**config.mk**
```make
export PLATFORM = sky130hd
export DESIGN_NAME = if_fetch_stage
export DESIGN_NICKNAME = d
export VERILOG_FILES = /design/src/rtl/rv32i_pkg.sv /design/src/rtl/if_id_reg.sv /design/src/rtl/if_fetch_stage.sv
export SDC_FILE = /design/constraint.sdc
export NUM_CORES = 1
export LEC_CHECK = 0
export BUFFER_PORTS_ARGS = -buffer_cell sky130_fd_sc_hd__buf_2
export CORE_MARGIN = 4
export CORE_UTILIZATION = 45
export CTS_CLUSTER_SIZE = 40
export DETAILED_ROUTE_END_ITERATION = 10
export PLACE_DENSITY = 0.72
export SLEW_MARGIN = 5
export SYNTH_ARGS = -nofsm -noshare
export SYNTH_HDL_FRONTEND = slang
export SYNTH_SLANG_ARGS = --single-unit
```
**constraint.sdc**
```tcl
create_clock -name clock -period 5.4 [get_ports clock]
set_input_delay 1.08 -clock clock [delete_from_list [all_inputs] [get_ports clock]]
set_output_delay 1.08 -clock clock [all_outputs]
set_load 0.01 [all_outputs]
```
**src/rtl/rv32i_pkg.sv**
```systemverilog
// Shared definitions for the RV32I core front end.
// Contents:
//   RESET_PC       byte address of the first fetch after reset
//   NOP_INSTR      bubble instruction (addi x0,x0,0)
//   fetch_state_t  fetch FSM encoding (BOOT / RUN / HALT)
package rv32i_pkg;

    localparam logic [31:0] RESET_PC  = 32'h0000_0000;
    localparam logic [31:0] NOP_INSTR = 32'h0000_0013;

    typedef enum logic [1:0] {
        FETCH_BOOT = 2'd0,
        FETCH_RUN  = 2'd1,
        FETCH_HALT = 2'd2
    } fetch_state_t;

endpackage

```
**src/rtl/if_id_reg.sv**
```systemverilog
// IF/ID pipeline register.
// Ports:
//   clock, reset      rising-edge clock, asynchronous active-high reset
//   load              capture fetch_pc / fetch_instr as a valid instruction
//   flush             replace the held instruction with a bubble (wins over load)
//   fetch_pc          PC of the instruction being captured
//   fetch_instr       instruction word from the SRAM
//   id_valid/id_pc/id_pc_plus4/id_instr  registered outputs to decode
// Neither load nor flush: contents are held (stall).
module if_id_reg
    import rv32i_pkg::*;
#(
    parameter int                    DATA_WIDTH = 32,
    parameter logic [DATA_WIDTH-1:0] BUBBLE     = rv32i_pkg::NOP_INSTR
) (
    input  logic                  clock,
    input  logic                  reset,
    input  logic                  load,
    input  logic                  flush,
    input  logic [31:0]           fetch_pc,
    input  logic [DATA_WIDTH-1:0] fetch_instr,
    output logic                  id_valid,
    output logic [31:0]           id_pc,
    output logic [31:0]           id_pc_plus4,
    output logic [DATA_WIDTH-1:0] id_instr
);

    // Pipeline register: flush beats load; a flush keeps id_pc so id_pc_plus4 stays consistent.
    always_ff @(posedge clock or posedge reset) begin
        if (reset) begin
            id_valid    <= 1'b0;
            id_pc       <= 32'h0000_0000;
            id_pc_plus4 <= 32'h0000_0004;
            id_instr    <= BUBBLE;
        end else if (flush) begin
            id_valid    <= 1'b0;
            id_instr    <= BUBBLE;
        end else if (load) begin
            id_valid    <= 1'b1;
            id_pc       <= fetch_pc;
            id_pc_plus4 <= fetch_pc + 32'd4;
            id_instr    <= fetch_instr;
        end else begin
            id_valid    <= id_valid;
            id_pc       <= id_pc;
            id_pc_plus4 <= id_pc_plus4;
            id_instr    <= id_instr;
        end
    end

endmodule

```
**src/rtl/if_fetch_stage.sv**
```systemverilog
// RV32I instruction-fetch stage: owns the PC, addresses the instruction SRAM
// (combinational read) and loads the IF/ID register.
// Ports:
//   clock, reset              rising-edge clock, asynchronous active-high reset
//   stall                     hold PC and IF/ID
//   redirect_valid/_target    taken branch/jump; flushes IF/ID, exits HALT
//   halt_req                  stop fetching (enter HALT)
//   imem_addr / imem_rdata    SRAM word address (pc[ADDR_WIDTH+1:2]) and read data
//   pc                        current fetch PC
//   id_valid, id_pc, id_pc_plus4, id_instr   IF/ID register contents
//   misalign_fault            sticky: a redirect target was not word aligned
//   halted                    FSM is in HALT
// Optional: define IF_PERF_CNT_EN to add fetch_count / stall_count outputs.
module if_fetch_stage #(
    parameter int                    ADDR_WIDTH = 10,
    parameter int                    DATA_WIDTH = 32,
    parameter logic [31:0]           RESET_PC   = rv32i_pkg::RESET_PC,
    parameter logic [DATA_WIDTH-1:0] NOP_INSTR  = rv32i_pkg::NOP_INSTR
) (
    input  logic                  clock,
    input  logic                  reset,
    input  logic                  stall,
    input  logic                  redirect_valid,
    input  logic [31:0]           redirect_target,
    input  logic                  halt_req,
    output logic [ADDR_WIDTH-1:0] imem_addr,
    input  logic [DATA_WIDTH-1:0] imem_rdata,
    output logic [31:0]           pc,
    output logic                  id_valid,
    output logic [31:0]           id_pc,
    output logic [31:0]           id_pc_plus4,
    output logic [DATA_WIDTH-1:0] id_instr,
    output logic                  misalign_fault,
    output logic                  halted
`ifdef IF_PERF_CNT_EN
    ,
    output logic [31:0]           fetch_count,
    output logic [31:0]           stall_count
`endif
);

    import rv32i_pkg::*;

    fetch_state_t state_r;
    fetch_state_t state_next_s;
    logic [31:0]  pc_r;
    logic [31:0]  pc_next_s;
    logic         misalign_r;
    logic         halted_r;
    logic         load_s;
    logic         flush_s;
    logic         misalign_set_s;
    logic         stall_cycle_s;

    // Next-state / control decode: redirect > halt_req > stall > advance.
    always_comb begin
        state_next_s   = state_r;
        pc_next_s      = pc_r;
        load_s         = 1'b0;
        flush_s        = 1'b0;
        misalign_set_s = 1'b0;
        stall_cycle_s  = 1'b0;
        case (state_r)
            FETCH_BOOT: begin
                // Single bubble cycle after reset release; pc and IF/ID hold.
                state_next_s = FETCH_RUN;
            end
            FETCH_RUN: begin
                if (redirect_valid) begin
                    pc_next_s      = {redirect_target[31:2], 2'b00};
                    flush_s        = 1'b1;
                    misalign_set_s = (redirect_target[1:0] != 2'b00);
                end else if (halt_req) begin
                    state_next_s = FETCH_HALT;
                    flush_s      = 1'b1;
                end else if (stall) begin
                    stall_cycle_s = 1'b1;
                end else begin
                    load_s    = 1'b1;
                    pc_next_s = pc_r + 32'd4;
                end
            end
            FETCH_HALT: begin
                flush_s = 1'b1;
                if (redirect_valid) begin
                    state_next_s   = FETCH_RUN;
                    pc_next_s      = {redirect_target[31:2], 2'b00};
                    misalign_set_s = (redirect_target[1:0] != 2'b00);
                end else begin
                    state_next_s = FETCH_HALT;
                end
            end
            default: begin
                // Unreachable encoding: recover through BOOT with a bubble.
                state_next_s = FETCH_BOOT;
                flush_s      = 1'b1;
            end
        endcase
    end

    // PC, FSM state, sticky misalign flag and halted flag.
    always_ff @(posedge clock or posedge reset) begin
        if (reset) begin
            state_r    <= FETCH_BOOT;
            pc_r       <= RESET_PC;
            misalign_r <= 1'b0;
            halted_r   <= 1'b0;
        end else begin
            state_r    <= state_next_s;
            pc_r       <= pc_next_s;
            misalign_r <= misalign_r | misalign_set_s;
            halted_r   <= (state_next_s == FETCH_HALT);
        end
    end

    if_id_reg #(
        .DATA_WIDTH (DATA_WIDTH),
        .BUBBLE     (NOP_INSTR)
    ) u_if_id_reg (
        .clock       (clock),
        .reset       (reset),
        .load        (load_s),
        .flush       (flush_s),
        .fetch_pc    (pc_r),
        .fetch_instr (imem_rdata),
        .id_valid    (id_valid),
        .id_pc       (id_pc),
        .id_pc_plus4 (id_pc_plus4),
        .id_instr    (id_instr)
    );

`ifdef IF_PERF_CNT_EN
    logic [31:0] fetch_count_r;
    logic [31:0] stall_count_r;

    // Performance counters: advances and pure stall cycles, wrapping modulo 2^32.
    always_ff @(posedge clock or posedge reset) begin
        if (reset) begin
            fetch_count_r <= 32'd0;
            stall_count_r <= 32'd0;
        end else begin
            fetch_count_r <= fetch_count_r + {31'd0, load_s};
            stall_count_r <= stall_count_r + {31'd0, stall_cycle_s};
        end
    end

    assign fetch_count = fetch_count_r;
    assign stall_count = stall_count_r;
`endif

    // Word address simply truncates the PC, so fetch wraps at the SRAM size.
    assign imem_addr      = pc_r[ADDR_WIDTH+1:2];
    assign pc             = pc_r;
    assign misalign_fault = misalign_r;
    assign halted         = halted_r;

endmodule

```
Word level (Yosys, flattened, before mapping). Index checks and enable logic that the tools add are counted.

Register bits after elaboration: 133. Output and inout port bits: 141.

$add $sub $neg: 1. Eq/ne operators: 6. Muxes and demuxes: 22. Bitwise gates (word level): 2. Reductions and logical operators: 7.

Operators by type and width (number): 2-to-1 mux 32 bit (6); case mux 32 bit (2 select lines) (1); adder 32 x 3 -> 32 bit (second input constant) (1); 2-to-1 mux 1 bit (10); 2-to-1 mux 2 bit (3); != test 3 bit (second input constant) (2); case mux 2 bit (3 select lines) (1); nonzero test 2 bit (3); == test 2 bit (second input constant) (2); AND reduction 4 bit (1); == test 2 x 1 -> 1 bit (second input constant) (1); logical NOT 2 bit (1); != test 2 bit (second input constant) (1); case mux 1 bit (2 select lines) (1); AND reduction 2 bit (1); OR reduction 2 bit (1); inverter 1 bit (1); OR 1 bit (1).

Depth between registers and ports, before layout. Gate-level depths: netlist of run 1.

Word-level depth: 6. Depth in mapped cells: 8. Mapped depth without buffers: 6.

Cells and area by module. A second synthesis of run 1 with hierarchy kept.

Cell total of the unflattened synthesis: 723. Area total of the unflattened synthesis: 6553.8 um2.

Modules (own cells, without submodules): if_id_reg (instances 1, cells an instance 436, area an instance 4240.3 um2, sequential area each 2382.3 um2); if_fetch_stage (instances 1, cells an instance 287, area an instance 2313.5 um2, sequential area each 850.8 um2).

Least setup slack after synthesis of run 1. No wires, ideal clock.

Path kind: in2reg. Start: input redirect_valid. End: register u_if_id_reg.id_pc_plus4[23]. Arrival time: 2544 ps. Slack: 2732 ps. Stages on the path: 5. Path through: buf_2 -> or4b_2 -> clkbuf_1 -> clkbuf_1 -> a211o_1.

Longest elaborated chain between the ends: 4. Elaborated cells on any way between the ends: 6.

RTL lines: start: declaration (RTL line if_fetch_stage.sv:23) `input logic redirect_valid,`; 2-to-1 mux 1 bit (RTL line if_fetch_stage.sv:69) `if (redirect_valid) begin`; case mux 1 bit (2 select lines) (RTL line if_fetch_stage.sv:63) `case (state_r)`; inverter 1 bit (no line); AND reduction 2 bit (no line) (*); end signal: assignment (RTL line if_id_reg.sv:41) `id_pc_plus4 <= fetch_pc + 32'd4;`; end signal: assignment (RTL line if_id_reg.sv:46) `id_pc_plus4 <= id_pc_plus4;`; end: declaration (RTL line if_id_reg.sv:24) `output logic [31:0] id_pc_plus4,`.

Mark *: on every way between the ends. The rest lies on a longest branch, timed or not. A chain may end at the register's enable or synchronous reset.

Worst setup path in the final report of run 1.
Start: input redirect_valid. End: register pc_r[25], in the netlist pc[25].

Longest elaborated chain between the ends: 2. Elaborated cells on any way between the ends: 6.

RTL lines: != test 3 bit (no line), or another cell as far along; AND reduction 4 bit (no line) / case mux 32 bit (2 select lines) (equally long branches); end signal: assignment (RTL line if_fetch_stage.sv:110) `pc_r <= pc_next_s;`; end: declaration (RTL line if_fetch_stage.sv:46) `logic [31:0] pc_r;`.

Parallel ways exist; a longest one is shown, timed or not.

==> results.env, run 1 <==
POST-DP-HPWL_UM=12400
CLKLATENCYLATEPIN_PS=420
ASYNC_FLOP_SHARE=1.00
DIE_X_UM=127
POST_CTS.REPAIR.SETUP_BUFFERS=0
DRV_CAP=0
IO_PORT_BUFS=203
STATUS='finished, final reports clean'
GRT_PASS1_VIAS=5572
MOST_AREA_HUNGRY_CELL_TYPE_IN_THE_YOSYS_NETLIST='sky130_fd_sc_hd__dfrtp_1'
GRT_MAX_DEGREE=103
CLKTRANSATPATHREGS_PS=60
DRT_DRC_VIOLATIONS_LEFT=0
YS_SEQ_ELEMENTS=127
ANT_NETS=0
CP-END-KIND='flop'
FLOORPLAN.IO_PINS=210
TOTAL_LEAKAGE_POWER_uW=0.00388
HOLD_VIOL_FINAL=0
CATEGORY_OF_THE_WORST_SETUP_PATH_LAUNCH_POINT='primary input'
GRT_ANTENNA_BEFORE_REPAIR=0
GRT_OVERFLOW_TOTAL=0
TIGHTEST_SLEW_PS=1210
FINALSETUPVIOLCOUNT=0
FIRST_PASS_ITERATION_COUNT_OF_THE_DETAILED_ROUTER=5
POSTSYNTHCELLCOUNT=682
HOLDCRITPATHCLASS='flop to flop'
FLOW.AREA_GROWTH_FROM_SYNTHESIS_PCT=23.6
TOTAL_VIAS_IN_THE_FINAL_ROUTE=5887
YOSYSTOPAREACELLSHARE=0.484
PART_OF_THE_YOSYS_AREA_USED_FOR_SEQUENTIAL_ELEMENTS=0.500
COMBINATIONAL_FAMILY_WITH_THE_MOST_AREA_AFTER_SYNTHESIS='simple AND/OR/NAND/NOR gates'
TIMING.CRITICAL_PATH.REQUIRED_PS=5730
YOSYS_WARNINGS=0
AREA_OF_THE_MAPPED_NETLIST_MM2=0.00636
CLOCK-ROOT-BUFFER='sky130_fd_sc_hd__clkbuf_16'
YS.FLOP_TYPE='sky130_fd_sc_hd__dfrtp_1'
TIMING.SLEW.HEADROOM=0.191
FINAL_NET_COUNT=908
GRT_FIRST_PASS_WIRELENGTH_UM=29700
CTS_TREE='yes'
CTS_NUM_SINKS=127
VDD.IR_DROP.WORST_V=0.000236
DRT-WIRELENGTH-PER-CELL_UM=17.9
GP_ROUTABILITY_CONGESTION=0.842
INITIAL_UTILIZATION=0.458
P_PER_AREA_mW_PER_MM2=582
PERIOD_NEEDED_PS=3070
CRIT_BUF_INV=1
SYNTH_FA_HA_AREA_FRAC=0.00983
FINAL_UTIL=0.566
CTS-RESIZED-GATES=0
REPORT.FINAL.SLEW_VIOL_COUNT=0
CRIT_CHAIN='buf_2 -> or2_1 -> or4b_1 -> or4_1 -> o211ai_1'
SYNTH.AVG_CELL_AREA_UM2=9.33
CRITICAL-PATH-TOP-DELAY-FAMILY='simple AND/OR/NAND/NOR gates'
HTREEDEPTH=4
TIMING.CLOCK.SKEW_PS=8.49
MAX_FREQ_MHz=326
CTS_BUFFERS=17
DIEAREA_MM2=0.0161
VIAS_PER_CELL=5.73
TIMING.CRITICAL_PATH.SLOWEST_STAGE_CELL='sky130_fd_sc_hd__or4b_1'
QUANTITY_OF_HOLD_FIXING_BUFFERS_ADDED_AFTER_CTS=0
DETAIL_ROUTE.WIRELENGTH_UM=18400
SYNTH.TOP_CELLS.BY_AREA='sky130_fd_sc_hd__dfrtp_1 48%, sky130_fd_sc_hd__nand2_1 8.0%, sky130_fd_sc_hd__a22o_1 4.0%'
FIRST_ITER_VIOLATIONS=440
SETUP_TNS_PS=0
GRT_USE_TOTAL=0.229
SYNTH_XOR_AREA_FRAC=0.0179
SYNTH_COMPOUND_AREA_FRAC=0.179
DESIGN.CORE.AREA_MM2=0.0139
LAYOUT-DRIVE-GT1-SHARE=0.292
CRITPATHARRIVALTIME_PS=3400
MULTIPLEXER_FRACTION_OF_THE_SYNTHESIZED_CELL_AREA=0.00157
DIE_H_UM=127
CLOCK_PATH_BUFFERS=2
FINAL_MIN_PERIOD_OVER_CLOCK_PERIOD=0.568
SETUP.WORST_PATH.CLASS='primary input to flop'
ANTENNA_CELLS=0
POST_SYNTH_SIMPLE_GATE_AREA=0.225
SYNTH_CELL_TYPES=53
NUMBER_OF_SYNTHESIZED_FLOPS_WITH_AN_ENABLE_PIN=0
RSZ0062_AT_GRT='no'
FLOORPLAN.ROWS=43
CRITICAL_PATH.MAX_FANOUT=36
CP_SLOWEST_STAGE_DELAY_PS=780
## layer usage
metal / GRT usage / up-vias / wire length (um) / part of all wire
li1: - / 2757 / - / -
met1: 0.315 / 2883 / 8120 / 0.44
met2: 0.355 / 212 / 8690 / 0.47
met3: 0.0493 / 35 / 1090 / 0.059
met4: 0.0902 / 0 / 483 / 0.026
met5: 0 / - / 0 / 0
## final cells by class
type,count,area (um^2)
Multi-Input combinational cell,475,2800
Clock buffer,25,465
Inverter,5,23.8
Sequential cell,127,3180
Timing Repair Buffer,208,1050
Clock inverter,7,113
Fill cell,1272,6020
Tap cell,180,225
## final timing paths
kind / from / endpoint / slack, ps / cells past startpoint
min in group asynchronous: reset / u_if_id_reg.id_instr[3] / 810 / 2
max: redirect_valid / pc[25] / 2330 / 5
min reg2reg: misalign_fault / misalign_fault / 460 / 1
max in group asynchronous: reset / u_if_id_reg.id_instr[0] / 3570 / 3
max reg2reg: state_r[0] / pc[25] / 2330 / 6
min: misalign_fault / misalign_fault / 460 / 1
## sequential cells by signal, summed over array words and instances, names as in the netlist
| signal | flops |
|---|---|
| u_if_id_reg.id_instr | 32 |
| pc | 30 |
| u_if_id_reg.id_pc | 30 |
| u_if_id_reg.id_pc_plus4 | 30 |
| state_r | 2 |
| halted | 1 |
| misalign_fault | 1 |
| u_if_id_reg.id_valid | 1 |
## synthesized netlist by cell type (all sizes together), types with 4 or more instances
cell     number
a21oi        23
a22o         29
a22oi         4
a2bb2oi       6
a31oi        12
and3         10
and4          7
buf          43
clkbuf       37
dfrtp       123
dfstp         4
ha            5
inv           5
nand2       135
nand3        28
nand4        22
nor2         32
nor3          5
nor4          4
o211a         9
o211ai       12
o21ai        34
o22a          4
o22ai         7
o2bb2ai       4
o311ai        6
o31ai         4
or3           7
or4          18
or4b          4
xnor2         8
xor2          5
## where the power goes
part | switching, uW | internal (uW) | total (uW)
sequential | 422 | 1310 | 1730
combinational | 1030 | 685 | 1710
clock | 405 | 735 | 1140
total | 1850 | 2730 | 4580
## stage by stage
| step | hold WS, ps | instances | total power, uW | instance area, um^2 | setup WS, ps |
|---|---|---|---|---|---|
| 3_5_place_dp | 452 | 995 | 3450 | 7280 | 1970 |
| 2_1_floorplan | 486 | 687 | 2830 | 6380 | 942 |
| 6_report | 464 | 1027 | 4580 | 7860 | 2330 |
| 4_1_cts | 466 | 1027 | 4610 | 7860 | 2390 |
| 3_3_place_gp | 448 | 995 | 3410 | 7280 | 2020 |
| 5_1_grt | 488 | 1027 | 4910 | 7860 | 2080 |
## logic make-up (layout without fill, tap and decap cells)
| family | Yosys count | count (layout) |
|---|---|---|
| xor+xnor | 13 | 13 |
| compound gates | 162 | 162 |
| flops | 127 | 127 |
| fa+ha+maj | 5 | 5 |
| simple gates | 288 | 288 |
| buf+inv | 85 | 245 |
| other cells | 1 | 6 |
| mux | 1 | 1 |
## placed cells by master, fill, tap and decap left out, types with 6 or more instances in the layout
cell type / n
sky130_fd_sc_hd__buf_2: 203
sky130_fd_sc_hd__nand2_1: 135
sky130_fd_sc_hd__dfrtp_1: 123
sky130_fd_sc_hd__o21ai_0: 34
sky130_fd_sc_hd__nor2_1: 31
sky130_fd_sc_hd__a22o_1: 29
sky130_fd_sc_hd__nand3_1: 27
sky130_fd_sc_hd__a21oi_1: 23
sky130_fd_sc_hd__nand4_1: 22
sky130_fd_sc_hd__or4_1: 18
sky130_fd_sc_hd__clkbuf_16: 17
sky130_fd_sc_hd__o211ai_1: 12
sky130_fd_sc_hd__a31oi_1: 12
sky130_fd_sc_hd__and3_1: 10
sky130_fd_sc_hd__o211a_1: 9
sky130_fd_sc_hd__xnor2_1: 8
sky130_fd_sc_hd__or3_1: 7
sky130_fd_sc_hd__and4_1: 7
sky130_fd_sc_hd__clkbuf_1: 7
sky130_fd_sc_hd__o311ai_0: 6
sky130_fd_sc_hd__o22ai_1: 6
sky130_fd_sc_hd__a2bb2oi_1: 6
sky130_fd_sc_hd__conb_1: 6
(Power assumes the default switching activity.)
==> run 2: changes to the inputs <==
clock period = 3.1 ns   (was 5.4 ns; I/O delays follow)
==> run 2 against run 1 <==
Utilization is 1.3 points higher; setup slack worse by 1800 ps; final cell count is 1.1% higher; combinational power is 78% higher; global-route usage is 0.052 points lower.
==> results.env, run 2 (same netlist as run 1, synthesis figures left out) <==
STATUS='finished, final reports clean'
P_PER_AREA_mW_PER_MM2=1020
CRITICAL_PATH.MAX_FANOUT=18
CRITPATHARRIVALTIME_PS=2940
HOLD_VIOL_FINAL=0
DIE_X_UM=127
DETAIL_ROUTE.WIRELENGTH_UM=18500
WORSTSETUPSTARTPOINT='pc[2]'
HOLDCRITPATHCLASS='primary input to async pin'
CLOCK_PATH_BUFFERS=2
GRT_FIRST_PASS_WIRELENGTH_UM=29600
VIAS_PER_CELL=5.69
MAX_FREQ_MHz=385
PERIOD_NEEDED_PS=2600
GP_ROUTABILITY_CONGESTION=0.808
INITIAL_UTILIZATION=0.458
GRT_OVERFLOW_TOTAL=0
CTS_BUFFERS=17
CATEGORY_OF_THE_WORST_SETUP_PATH_LAUNCH_POINT='flop'
CTS_NUM_SINKS=127
LAYOUT-DRIVE-GT1-SHARE=0.305
FINAL_MIN_PERIOD_OVER_CLOCK_PERIOD=0.838
TOTAL_VIAS_IN_THE_FINAL_ROUTE=5904
DRT-WIRELENGTH-PER-CELL_UM=17.8
SETUP.WORST_PATH.CLASS='flop to flop'
REGMOSTFLOPS='u_if_id_reg.id_instr'
TOTAL_LEAKAGE_POWER_uW=0.00397
NUMPLACEDINSTANCES=1006
RSZ0062_AT_GRT='no'
DIE_H_UM=127
FINALSETUPVIOLCOUNT=0
FIRST_PASS_ITERATION_COUNT_OF_THE_DETAILED_ROUTER=5
FILLERINSTANCES=1236
CP-END-KIND='flop'
DRT_DRC_VIOLATIONS_LEFT=0
HTREEDEPTH=4
GRT_PASS1_VIAS=5521
DESIGN.CORE.AREA_MM2=0.0139
MOSTFREQUENTLAYOUTCELL='sky130_fd_sc_hd__buf_2'
CTS_TREE='yes'
ANTENNA_CELLS=0
CLOCK-ROOT-BUFFER='sky130_fd_sc_hd__clkbuf_16'
CLKLATENCYLATEPIN_PS=420
QUANTITY_OF_HOLD_FIXING_BUFFERS_ADDED_AFTER_CTS=0
FINAL-INSTANCE-COUNT-EXCL-FILL=1038
GRT_MAX_DEGREE=51
CTS-RESIZED-GATES=0
ANT_NETS=0
SETUP_TNS_PS=0
FLOORPLAN.ROWS=43
LAYOUT.CELLS.MOST_COMMON_LIST='203 x sky130_fd_sc_hd__buf_2, 135 x sky130_fd_sc_hd__nand2_1, 123 x sky130_fd_sc_hd__dfrtp_1, 34 x sky130_fd_sc_hd__o21ai_0, 31 x sky130_fd_sc_hd__nor2_1'
FLOW.AREA_GROWTH_FROM_SYNTHESIS_PCT=26.4
CLKTRANSATPATHREGS_PS=50
REPORT.FINAL.SLEW_VIOL_COUNT=0
TIMING.CRITICAL_PATH.REQUIRED_PS=3440
FINAL_UTIL=0.580
DIEAREA_MM2=0.0161
FIRST_ITER_VIOLATIONS=478
DRV_CAP=0
POST-DP-HPWL_UM=12800
LARGEST_REGISTER_FFS=32
IO_PORT_BUFS=203
FINAL_NET_COUNT=919
GRT_ANTENNA_BEFORE_REPAIR=0
POST_CTS.REPAIR.SETUP_BUFFERS=0
TIMING.SLEW.HEADROOM=0.567
FLOORPLAN.IO_PINS=210
TIGHTEST_SLEW_PS=647
WORST_R2R_STARTPOINT='pc[2]'
TIMING.CLOCK.SKEW_PS=6.50
GRT_USE_TOTAL=0.229
VDD.IR_DROP.WORST_V=0.000446
run 2: cell count changes in the layout (fill, tap and decap cells not counted), sizes merged:
cell and delta:
buf +11, clkbuf +3, clkinv -2, inv -1
run 2: path summary, 6_finish.rpt:
check / depth (start not counted) / slack (ps) / endpoint
worst max-delay path: 5 / 500 / u_if_id_reg.id_pc_plus4[24]
worst min register to register: 1 / 460 / misalign_fault
worst max register to register: 5 / 500 / u_if_id_reg.id_pc_plus4[24]
min in group clock: 2 / 420 / u_if_id_reg.id_instr[12]
worst min-delay path: 2 / 280 / u_if_id_reg.id_pc[27]
max in group asynchronous: 3 / 2000 / u_if_id_reg.id_pc[14]
run 2: layout make-up:
cell class | count | area [um^2] | area share
timing repair buffer | 219 | 1170 | 0.146
inverter | 5 | 22.5 | 0.00280
multi-input combinational | 475 | 2800 | 0.348
clock buffer | 28 | 547 | 0.0680
sequential | 127 | 3180 | 0.396
tap | 180 | 225 | 0.0280
clock inverter | 4 | 95.1 | 0.0118
run 2: where the power goes:
part           internal [uW]  switching, uW
logic                   1250           1810
registers               2270            718
clock network           1440            700
run 2: critical path, stage by stage, from the launching register on:
cell and delay [ps]:
sky130_fd_sc_hd__dfrtp_1 460, sky130_fd_sc_hd__ha_1 310, sky130_fd_sc_hd__nand3_2 160, sky130_fd_sc_hd__or4_1 840, sky130_fd_sc_hd__or4_1 580, sky130_fd_sc_hd__a31oi_1 170
run 2: through the flow:
stage	setup WS, ps	area (um^2)	hold slack (ps)	power, uW
final	501	8050	285	8180
after global routing	393	8050	325	8750
after floorplan	892	6390	486	4930
after CTS	518	8050	295	8240
after global placement	601	7400	449	6020
after detailed placement	539	7400	451	6060
run 2: layer usage:
| layer | vias up | track usage | routed length [um] |
|---|---|---|---|
| met1 | 2873 | 0.319 | 8150 |
| met5 | - | 0 | 0 |
| met4 | 0 | 0.0801 | 433 |
| li1 | 2777 | - | - |
| met2 | 223 | 0.355 | 8690 |
| met3 | 31 | 0.0484 | 1180 |
==> run 3: changes to the inputs <==
PLACE_DENSITY = 0.75   (was 0.72)
clock period = 2.39 ns   (was 3.1 ns; I/O delays follow)
==> run 3 against run 2 <==
Clock skew hardly changed; fmax is 17% higher; setup slack worse by 340 ps; clock power is 27% higher; utilization is 1.0 points higher; via count is 1.2% higher; die area stayed put; critical path depth is 1 higher; hold slack worse by 170 ps; critical path type unchanged.
==> results.env, run 3 (same netlist as run 1, synthesis figures left out) <==
CTS-RESIZED-GATES=0
FLOORPLAN.ROWS=43
FINAL-INSTANCE-COUNT-EXCL-FILL=1058
TOTAL_LEAKAGE_POWER_uW=0.00405
CRITICAL_PATH.MAX_FANOUT=18
CLOCK_PATH_BUFFERS=2
DRT-WIRELENGTH-PER-CELL_UM=18.0
CTS_TREE='yes'
ANTENNA_CELLS=0
LAYOUT-DRIVE-GT1-SHARE=0.321
LAYOUT.CELLS.MOST_COMMON_LIST='203 x sky130_fd_sc_hd__buf_2, 135 x sky130_fd_sc_hd__nand2_1, 123 x sky130_fd_sc_hd__dfrtp_1, 34 x sky130_fd_sc_hd__o21ai_0'
FIRST_PASS_ITERATION_COUNT_OF_THE_DETAILED_ROUTER=4
LARGEST_REGISTER_FFS=32
FINALSETUPVIOLCOUNT=0
CLKTRANSATPATHREGS_PS=60
TOTAL_POWER_uW=10900
POST-DP-HPWL_UM=13200
GRT_FIRST_PASS_WIRELENGTH_UM=30700
CRITICAL-PATH-TOP-CELL-BY-COUNT='sky130_fd_sc_hd__or4_1'
FILLERINSTANCES=1244
TIMING.CRITICAL_PATH.DEPTH=6
VDD.IR_DROP.WORST_V=0.000670
DIE_X_UM=127
CLKLATENCYLATEPIN_PS=420
DETAIL_ROUTE.WIRELENGTH_UM=19100
GP_ROUTABILITY_CONGESTION=0.821
TIMING.FINAL.WS_SETUP_PS=161
GRT_ANTENNA_BEFORE_REPAIR=0
PRE_CTS_WS_PS=199
QUANTITY_OF_HOLD_FIXING_BUFFERS_ADDED_AFTER_CTS=0
AREA.SEQUENTIAL_MM2=0.00318
HOLD_VIOL_FINAL=0
FINAL_NET_COUNT=939
PLACEMENT.CELL_AREA_MM2=0.00757
CATEGORY_OF_THE_WORST_SETUP_PATH_LAUNCH_POINT='flop'
DIEAREA_MM2=0.0161
TIMING.CRITICAL_PATH.REQUIRED_PS=2730
GRT_MAX_DEGREE=79
INITIAL_UTILIZATION=0.458
TIMING.CLOCK.SKEW_PS=6.68
HTREEDEPTH=4
DESIGN.CORE.AREA_MM2=0.0139
IO_PORT_BUFS=203
GRT_OVERFLOW_TOTAL=0
SETUP.WORST_PATH.CLASS='flop to flop'
NUMPLACEDINSTANCES=1026
CRIT_CHAIN='ha_1 -> nand3_2 -> or4_1 -> buf_4 -> or4_1 -> a31oi_1'
REGTOREGSETUPSLACK_PS=160
FIRST_ITER_VIOLATIONS=499
REGMOSTFLOPS='u_if_id_reg.id_instr'
CLOCK-ROOT-BUFFER='sky130_fd_sc_hd__clkbuf_16'
WORST_R2R_STARTPOINT='pc[2]'
CTS_BUFFERS=17
P_PER_AREA_mW_PER_MM2=1330
MOSTFREQUENTLAYOUTCELL='sky130_fd_sc_hd__buf_2'
TIMING.CRITICAL_PATH.SLOWEST_STAGE_CELL='sky130_fd_sc_hd__or4_1'
SETUP_TNS_PS=0
MAX_FREQ_MHz=449
ANT_NETS=0
HOLDCRITPATHCLASS='primary input to async pin'
WORSTSETUPSTARTPOINT='pc[2]'
WORSTSETUPENDPOINT='u_if_id_reg.id_pc_plus4[24]'
R2R_END='u_if_id_reg.id_pc_plus4[24]'
CRITICAL-PATH-TOP-DELAY-FAMILY='simple AND/OR/NAND/NOR gates'
MULTIINPUTGATEAREA_MM2=0.00280
CTS_NUM_SINKS=127
CRIT_BUF_INV=1
TIMING.SLEW.HEADROOM=0.580
FINISH.INSTANCE_AREA_MM2=0.00819
REPORT.FINAL.SLEW_VIOL_COUNT=0
CP_SLOWEST_STAGE_DELAY_PS=520
FLOORPLAN.IO_PINS=210
PERIOD_NEEDED_PS=2230
POST_CTS.REPAIR.SETUP_BUFFERS=0
VIAS_PER_CELL=5.65
RSZ0062_AT_GRT='no'
DRV_CAP=0
TOTAL_VIAS_IN_THE_FINAL_ROUTE=5973
GRT_PASS1_VIAS=5867
CP-END-KIND='flop'
DRT_DRC_VIOLATIONS_LEFT=0
STATUS='finished, final reports clean'
DIE_H_UM=127
FLOW.AREA_GROWTH_FROM_SYNTHESIS_PCT=28.7
CRITPATHARRIVALTIME_PS=2570
GRT_USE_TOTAL=0.239
WORST_R2R_PATH_DEPTH=6
FINAL_MIN_PERIOD_OVER_CLOCK_PERIOD=0.932
TIGHTEST_SLEW_PS=630
## run 3: worst min path at each step
| stage | to | startpoint |
|---|---|---|
| floorplan | u_if_id_reg.id_pc_plus4[2] | u_if_id_reg.id_pc_plus4[2] |
| global placement | misalign_fault | misalign_fault |
| detailed placement | misalign_fault | misalign_fault |
| CTS | u_if_id_reg.id_pc[25] | reset |
| global route | u_if_id_reg.id_pc[25] | reset |
| finish | u_if_id_reg.id_pc[25] | reset |
## run 3: final cells by class
class | count | area share
flip-flops and latches | 127 | 0.389
clock inverters | 11 | 0.0200
well taps | 180 | 0.0275
clock buffers | 21 | 0.0550
inverters | 5 | 0.00275
repair buffers | 239 | 0.165
multi-input cells | 475 | 0.341
## run 3: worst register-to-register path, cell delays in order, from the launching register on
cell                      delay, ps
sky130_fd_sc_hd__dfrtp_1        360
sky130_fd_sc_hd__ha_1           260
sky130_fd_sc_hd__nand3_2        150
sky130_fd_sc_hd__or4_1          520
sky130_fd_sc_hd__buf_4          210
sky130_fd_sc_hd__or4_1          480
sky130_fd_sc_hd__a31oi_1        180
## run 3: metal layers
layer,wire length (um),GRT usage
met1,8120,0.322
met2,9150,0.376
met3,1270,0.0518
met4,542,0.0959
met5,0,0
## run 3: report_power, final
group          internal, uW  switching [uW]
clock                  1760             952
combinational          1820            2710
sequential             2950             681
total                  6540            4340
## run 3: metrics by stage
stage,hold WS (ps),utilization
finish,116,0.590
global placement,448,0.546
CTS,127,0.590
floorplan,486,-
detailed placement,452,0.546
global route,157,0.590
